### src/rtl/univ_reg.sv
// Universal shift register: parallel load, single-bit shift/rotate, and
// multi-cycle shift-by-N sequenced by a small IDLE/RUN state machine.
module univ_reg #(
  parameter int WIDTH = 32,
  parameter int AMT_W = 5
) (
  input  logic             clk,
  input  logic             R,
  input  logic             en,
  input  logic [2:0]       op,
  input  logic [WIDTH-1:0] in,
  input  logic             sin,
  input  logic [AMT_W-1:0] amt,
  output logic [WIDTH-1:0] out,
  output logic             sout,
  output logic             busy,
  output logic             done
);

  typedef enum logic [2:0] {
    OP_HOLD  = 3'b000,
    OP_LOAD  = 3'b001,
    OP_SHL   = 3'b010,
    OP_SHR   = 3'b011,
    OP_ROL   = 3'b100,
    OP_ROR   = 3'b101,
    OP_SHL_N = 3'b110,
    OP_SHR_N = 3'b111
  } op_t;

  typedef enum logic {
    IDLE = 1'b0,
    RUN  = 1'b1
  } state_t;

  state_t           state_q, state_d;
  logic [AMT_W-1:0] count_q, count_d;
  logic             dir_q, dir_d;      // 1 = shift right during RUN
  logic [WIDTH-1:0] out_q, out_d;
  logic             sout_q, sout_d;
  logic             done_q, done_d;

  always_comb begin
    state_d = state_q;
    count_d = count_q;
    dir_d   = dir_q;
    out_d   = out_q;
    sout_d  = sout_q;
    done_d  = 1'b0;

    if (en) begin
      if (state_q == IDLE) begin
        case (op_t'(op))
          OP_LOAD: out_d = in;
          OP_SHL: begin
            out_d  = {out_q[WIDTH-2:0], sin};
            sout_d = out_q[WIDTH-1];
          end
          OP_SHR: begin
            out_d  = {sin, out_q[WIDTH-1:1]};
            sout_d = out_q[0];
          end
          OP_ROL: begin
            out_d  = {out_q[WIDTH-2:0], out_q[WIDTH-1]};
            sout_d = out_q[WIDTH-1];
          end
          OP_ROR: begin
            out_d  = {out_q[0], out_q[WIDTH-1:1]};
            sout_d = out_q[0];
          end
          OP_SHL_N: begin
            state_d = RUN;
            count_d = amt;
            dir_d   = 1'b0;
          end
          OP_SHR_N: begin
            state_d = RUN;
            count_d = amt;
            dir_d   = 1'b1;
          end
          default: ;
        endcase
      end else if (count_q != '0) begin
        count_d = count_q - AMT_W'(1);
        if (dir_q) begin
          out_d  = {sin, out_q[WIDTH-1:1]};
          sout_d = out_q[0];
        end else begin
          out_d  = {out_q[WIDTH-2:0], sin};
          sout_d = out_q[WIDTH-1];
        end
      end else begin
        // Terminal RUN cycle spends no shift; it only retires the op.
        state_d = IDLE;
        done_d  = 1'b1;
      end
    end
  end

  always_ff @(posedge clk) begin
    if (R) begin
      state_q <= IDLE;
      count_q <= '0;
      dir_q   <= 1'b0;
      out_q   <= '0;
      sout_q  <= 1'b0;
      done_q  <= 1'b0;
    end else begin
      state_q <= state_d;
      count_q <= count_d;
      dir_q   <= dir_d;
      out_q   <= out_d;
      sout_q  <= sout_d;
      done_q  <= done_d;
    end
  end

  assign out  = out_q;
  assign sout = sout_q;
  assign busy = (state_q == RUN);
  assign done = done_q;

endmodule

### config.mk
export PLATFORM = sky130hd
export DESIGN_NAME = univ_reg
export DESIGN_NICKNAME = d
export VERILOG_FILES = /design/src/rtl/univ_reg.sv
export SDC_FILE = /design/constraint.sdc
export NUM_CORES = 1
export LEC_CHECK = 0
export ABC_AREA = 1
export CAP_MARGIN = 15
export CORE_ASPECT_RATIO = 0.6
export CORE_MARGIN = 5
export CORE_UTILIZATION = 50
export CTS_BUF_LIST = sky130_fd_sc_hd__clkbuf_16
export DETAILED_ROUTE_END_ITERATION = 16
export PLACE_DENSITY = 0.79
export REMOVE_ABC_BUFFERS = 1
export SLEW_MARGIN = 20
export SYNTH_ARGS = -nofsm -noshare
export SYNTH_HDL_FRONTEND = slang
export SYNTH_SLANG_ARGS = --single-unit
### constraint.sdc
create_clock -name clk -period 3.7 [get_ports clk]
set_input_delay 0.74 -clock clk [delete_from_list [all_inputs] [get_ports clk]]
set_output_delay 0.74 -clock clk [all_outputs]
set_load 0.01 [all_outputs]
Yosys cells after proc, flatten, opt, wreduce, memory -nomap -nowiden
Index checks and enable logic that the tools add are counted.
{ "classes": {"n_addsub": 1, "n_eq_ne": 8, "mux": 16, "bitwise_logic": 2, "n_reduce_logical": 13} }
{ "ops": {"columns": ["op", "n"], "rows": [
  ["one-hot mux 32 bit (5 select lines)", 1],
  ["2-to-1 mux 32 bit", 3],
  ["2-to-1 mux 5 bit", 3],
  ["== test 3 bit (second input constant)", 4],
  ["AND reduction 3 bit", 4],
  ["2-to-1 mux 1 bit", 7],
  ["== test 3 x 2 -> 1 bit (second input constant)", 2],
  ["nonzero test 6 bit", 1],
  ["OR reduction 2 bit", 3],
  ["nonzero test 5 bit", 1],
  ["subtractor 5 x 1 -> 5 bit (second input constant)", 1],
  ["one-hot mux 1 bit (2 select lines)", 2],
  ["nonzero test 2 bit", 2],
  ["== test 3 x 1 -> 1 bit (second input constant)", 1],
  ["nonzero test 3 bit", 1],
  ["OR reduction 3 bit", 1],
  ["inequality test 2 x 1 -> 1 bit (second input constant)", 1],
  ["NOT 1 bit", 2]
]} }
{ "totals": {"ff_bits": 41, "in_bits": 44, "out_inout_bits": 35, "word_cells": 46} }

Logic depth before layout (Yosys ltp)
{ "logic_depth": {"word_depth": 4, "mapped_depth": 11, "mapped_depth_nobuf": 10} }

Worst setup path before layout
OpenSTA, ideal clock, no wires.
{ "synth_path": {"path_type": "in2reg", "from": "input port op[1]", "to": "register out_q[7] (netlist: out[7])", "setup_time_ps": 109, "arrival_ps": 1560, "required_time_ps": 3591, "setup_slack_ps": 2031, "cell_stages": 8, "path_buffers": 2, "path_cell_list": "buf_6 > o21ai_2 > nand3_4 > nand2_8 > buf_6 > a21oi_1 > nand2_1 > inv_1"} }
{ "synth_via": {"elab_chain_cells": 3, "elab_cells_between_ends": 9, "cone_classes": "eq/ne (5); mux (2); reduce/logical (2)"} }
{ "synth_lines": {"columns": ["item", "line_no", "rtl"], "rows": [
  ["start, declared", "10", "input logic [2:0] op,"],
  ["== test 3 bit, or another cell as far along", "53", "case (op_t'(op))"],
  ["one-hot mux 32 bit (5 select lines) / nonzero test 6 bit (equally long branches)", null, null],
  ["2-to-1 mux 32 bit / AND reduction 3 bit (equally long branches)", null, null],
  ["end signal, assigned", "112", "out_q <= out_d;"],
  ["end, declared", "39", "logic [WIDTH-1:0] out_q, out_d;"]
]} }
Parallel ways exist; a longest one is shown, timed or not.
A chain may end at the register's enable or synchronous reset.

Worst setup path after layout
{ "layout_path": {"from": "input port op[2]", "to": "register out_q[4] (netlist: out[4])"} }
Same word-level chain as after synthesis.

==> summary.md <==
| Metric | Value |
|---|---|
| Max Slew Vio Count | `0` |
| Layout area overhead | `21.19%` |
| DR pass1 iterations | `5` |
| Worst r2r src | `busy` |
| # setup viols final | `0` |
| Vias in the first global route | `3708` |
| Chip Height | `76.44 um` |
| R2r setup slk | `1590 ps` |
| Synthesized area per cell | `5.748 sq um` |
| Core area | `7207 sq um` |
| Fmax | `383.2 MHz` |
| Largest net degree at the start of global routing | `65` |
| Std-Cell Rows | `24` |
| Register Area | `822.0 sq um` |
| Synth area leaders | `dfxtp_1 22%, nand2_1 15%, nand3_1 10%` |
| RSZ-0062 raised after global routing | `false` |
| Most frequent cells in the layout | `150 x nand2_1, 94 x inv_1, 78 x clkdlybuf4s50_1` |
| Drt total wl | `10710 um` |
| Slew HR | `0.2951` |
| Reg2Reg Depth | `7` |
| Commonest non-fill, non-tap cell in the layout | `nand2_1` |
| PostCTS Resize Cnt | `0` |
| Fillers | `702` |
| Layout cells sized above 1 | `0.05109` |
| Placer Congestion | `0.8495` |
| Main flop type after synthesis | `dfxtp_1` |
| Post-DR vias/cell | `5.410` |
| CTS tree | `built` |
| R2r endpoint | `out[31]` |
| Synth async-reset ratio | `0` |
| Synth Instances | `640` |
| Worst Path Max Fanout | `33` |
| Clock latency at the later pin of the worst-skew pair | `290 ps` |
| Post-synth EDFFs | `0` |
| DIE WIDTH | `120.7 um` |
| Post-detail-place hpwl | `7097 um` |
| DRT antenna net count | `0` |
| Total power | `0.001442 W` |
| Leak | `2.212 nW` |
| Setup Skew | `3.619 ps` |
| Dpl cell area | `4325 sq um` |
| Critical path class | `in -> reg` |
| Final std cells w/o fill | `776` |
| Worst VDD drop | `0.1929 mV` |
| Post-CTS setup buffers | `0` |
| Yosys warnings | `0` |
| Mapped Area | `3679 sq um` |
| Reg clk slew, reported paths | `60 ps` |
| Initial antenna violation count | `0` |
| Worst setup path end | `out[4]` |
| Setup crit start | `op[2]` |
| DP Cell Count | `769` |
| Count of different cell masters after synthesis | `29` |
| Power Dens Cells | `323.4 nW/um^2` |
| Antenna Cells | `0` |
| Nets@finish | `730` |
| Status | `complete, no violations` |
| HP Class | `reg -> reg` |
| Fin crit period | `2610 ps` |
| Most area-hungry cell type in the Yosys netlist | `dfxtp_1` |
| Critical Path AT | `2790 ps` |
| Post-synth top area share | `0.2231` |
| Routed wire per std cell | `13.80 um` |
| Maxcap violations | `0` |
| Top Ports | `79` |
| Hold buffers post-CTS | `0` |
| #FFs+latches synth | `41` |
| Multi-input gate area | `2141 sq um` |
| I/O Buffers | `78` |
| Crit path capture type | `register` |
| DRC | `0` |
| Slew @ Worst Pin | `1057 ps` |
| H-tree lvl count | `2` |
| Bufs on Longest Clock Path | `2` |
| Startpoint Class | `input pin` |
| Register area share after synthesis | `0.2231` |
| Clk root buf | `clkbuf_16` |
| Overflow after GRT | `0` |
| Clock sink total | `41` |
| Period utilisation layout | `0.7054` |
| TritonCTS Buffers | `5` |
| Gr usage total | `0.2283` |
| Starting DRC count in detailed routing | `582` |
| Fin. Hold Viols | `0` |
| Design Area, Final | `4458 sq um` |
| First-pass GRT wire length | `17700 um` |
| Fin util | `0.6186` |
| Initial Utilization | `0.5104` |
| Routed via count | `4198` |
| Die area | `9229 sq um` |
| Total Neg Setup Slack | `0 ps` |
| WP data required | `3880 ps` |
metrics by stage:
step	worst slack (ps)	hold slack, ps
after detailed placement	815.8	476.7
after global placement	894.7	470.0
final	1090	484.0
after global routing	880.8	517.5
after floorplan	1635	446.6
after CTS	1106	486.2
cell type report:
type | count | share of cell area
clock buffer | 5 | 0.02807
clock inverter | 2 | 0.001684
inverter | 114 | 0.09711
multi-input combinational | 442 | 0.4802
sequential | 41 | 0.1844
tap | 91 | 0.02554
timing repair buffer | 81 | 0.1830
logic make-up after synthesis:
group	Yosys count	synth area share
compound gates	106	0.1585
fa+ha+maj	1	0.003401
buf+inv	157	0.1949
flops	41	0.2231
simple gates	335	0.4201
how the worst min path moves through the flow:
stage / cells past startpoint / slack, ps / startpoint / endpoint
after CTS: 2 / 490 / count_q[4] / count_q[4]
final: 2 / 480 / count_q[4] / count_q[4]
after floorplan: 2 / 450 / count_q[4] / count_q[4]
after detailed placement: 2 / 480 / count_q[4] / count_q[4]
after global routing: 2 / 520 / count_q[4] / count_q[4]
after global placement: 2 / 470 / count_q[4] / count_q[4]
synth_stat cells, types with 4 or more instances:
| cell | n |
|---|---|
| a21oi_1 | 52 |
| a21oi_2 | 13 |
| buf_1 | 4 |
| buf_2 | 7 |
| buf_4 | 16 |
| buf_6 | 7 |
| clkbuf_1 | 8 |
| clkinv_1 | 17 |
| dfxtp_1 | 41 |
| inv_1 | 93 |
| nand2_1 | 150 |
| nand3_1 | 74 |
| nand3b_1 | 30 |
| nand4_1 | 7 |
| nor2_1 | 63 |
| o21ai_0 | 40 |
per-layer routing:
layer	up-vias	GRT usage	routed length, um
met5	-	0	0
met3	11	0.05341	1034
met4	0	0.04525	66
met2	212	0.3454	4548
li1	2098	-	-
met1	1877	0.3296	5055
critical path, stage by stage:
cell	delay [ps]
clkdlybuf4s50_1	620
inv_4	190
nand2_4	230
nand2_2	550
nand3_1	140
nand3_1	120
nand2_1	60
nand2_1	70
inv_1	40
sequential cells by signal (all words and copies together), names as in the netlist:
| name | flops |
|---|---|
| busy | 1 |
| done | 1 |
| dir_q | 1 |
| sout | 1 |
| count_q | 5 |
| out | 32 |
report_power, final:
| part | total, W | switching, W | internal [W] |
|---|---|---|---|
| sequential | 0.000527 | 0.0000439 | 0.000483 |
| combinational | 0.000501 | 0.000288 | 0.000213 |
| clock | 0.000414 | 0.000173 | 0.000241 |
| total | 0.00144 | 0.000505 | 0.000937 |
(Power assumes the default switching activity.)
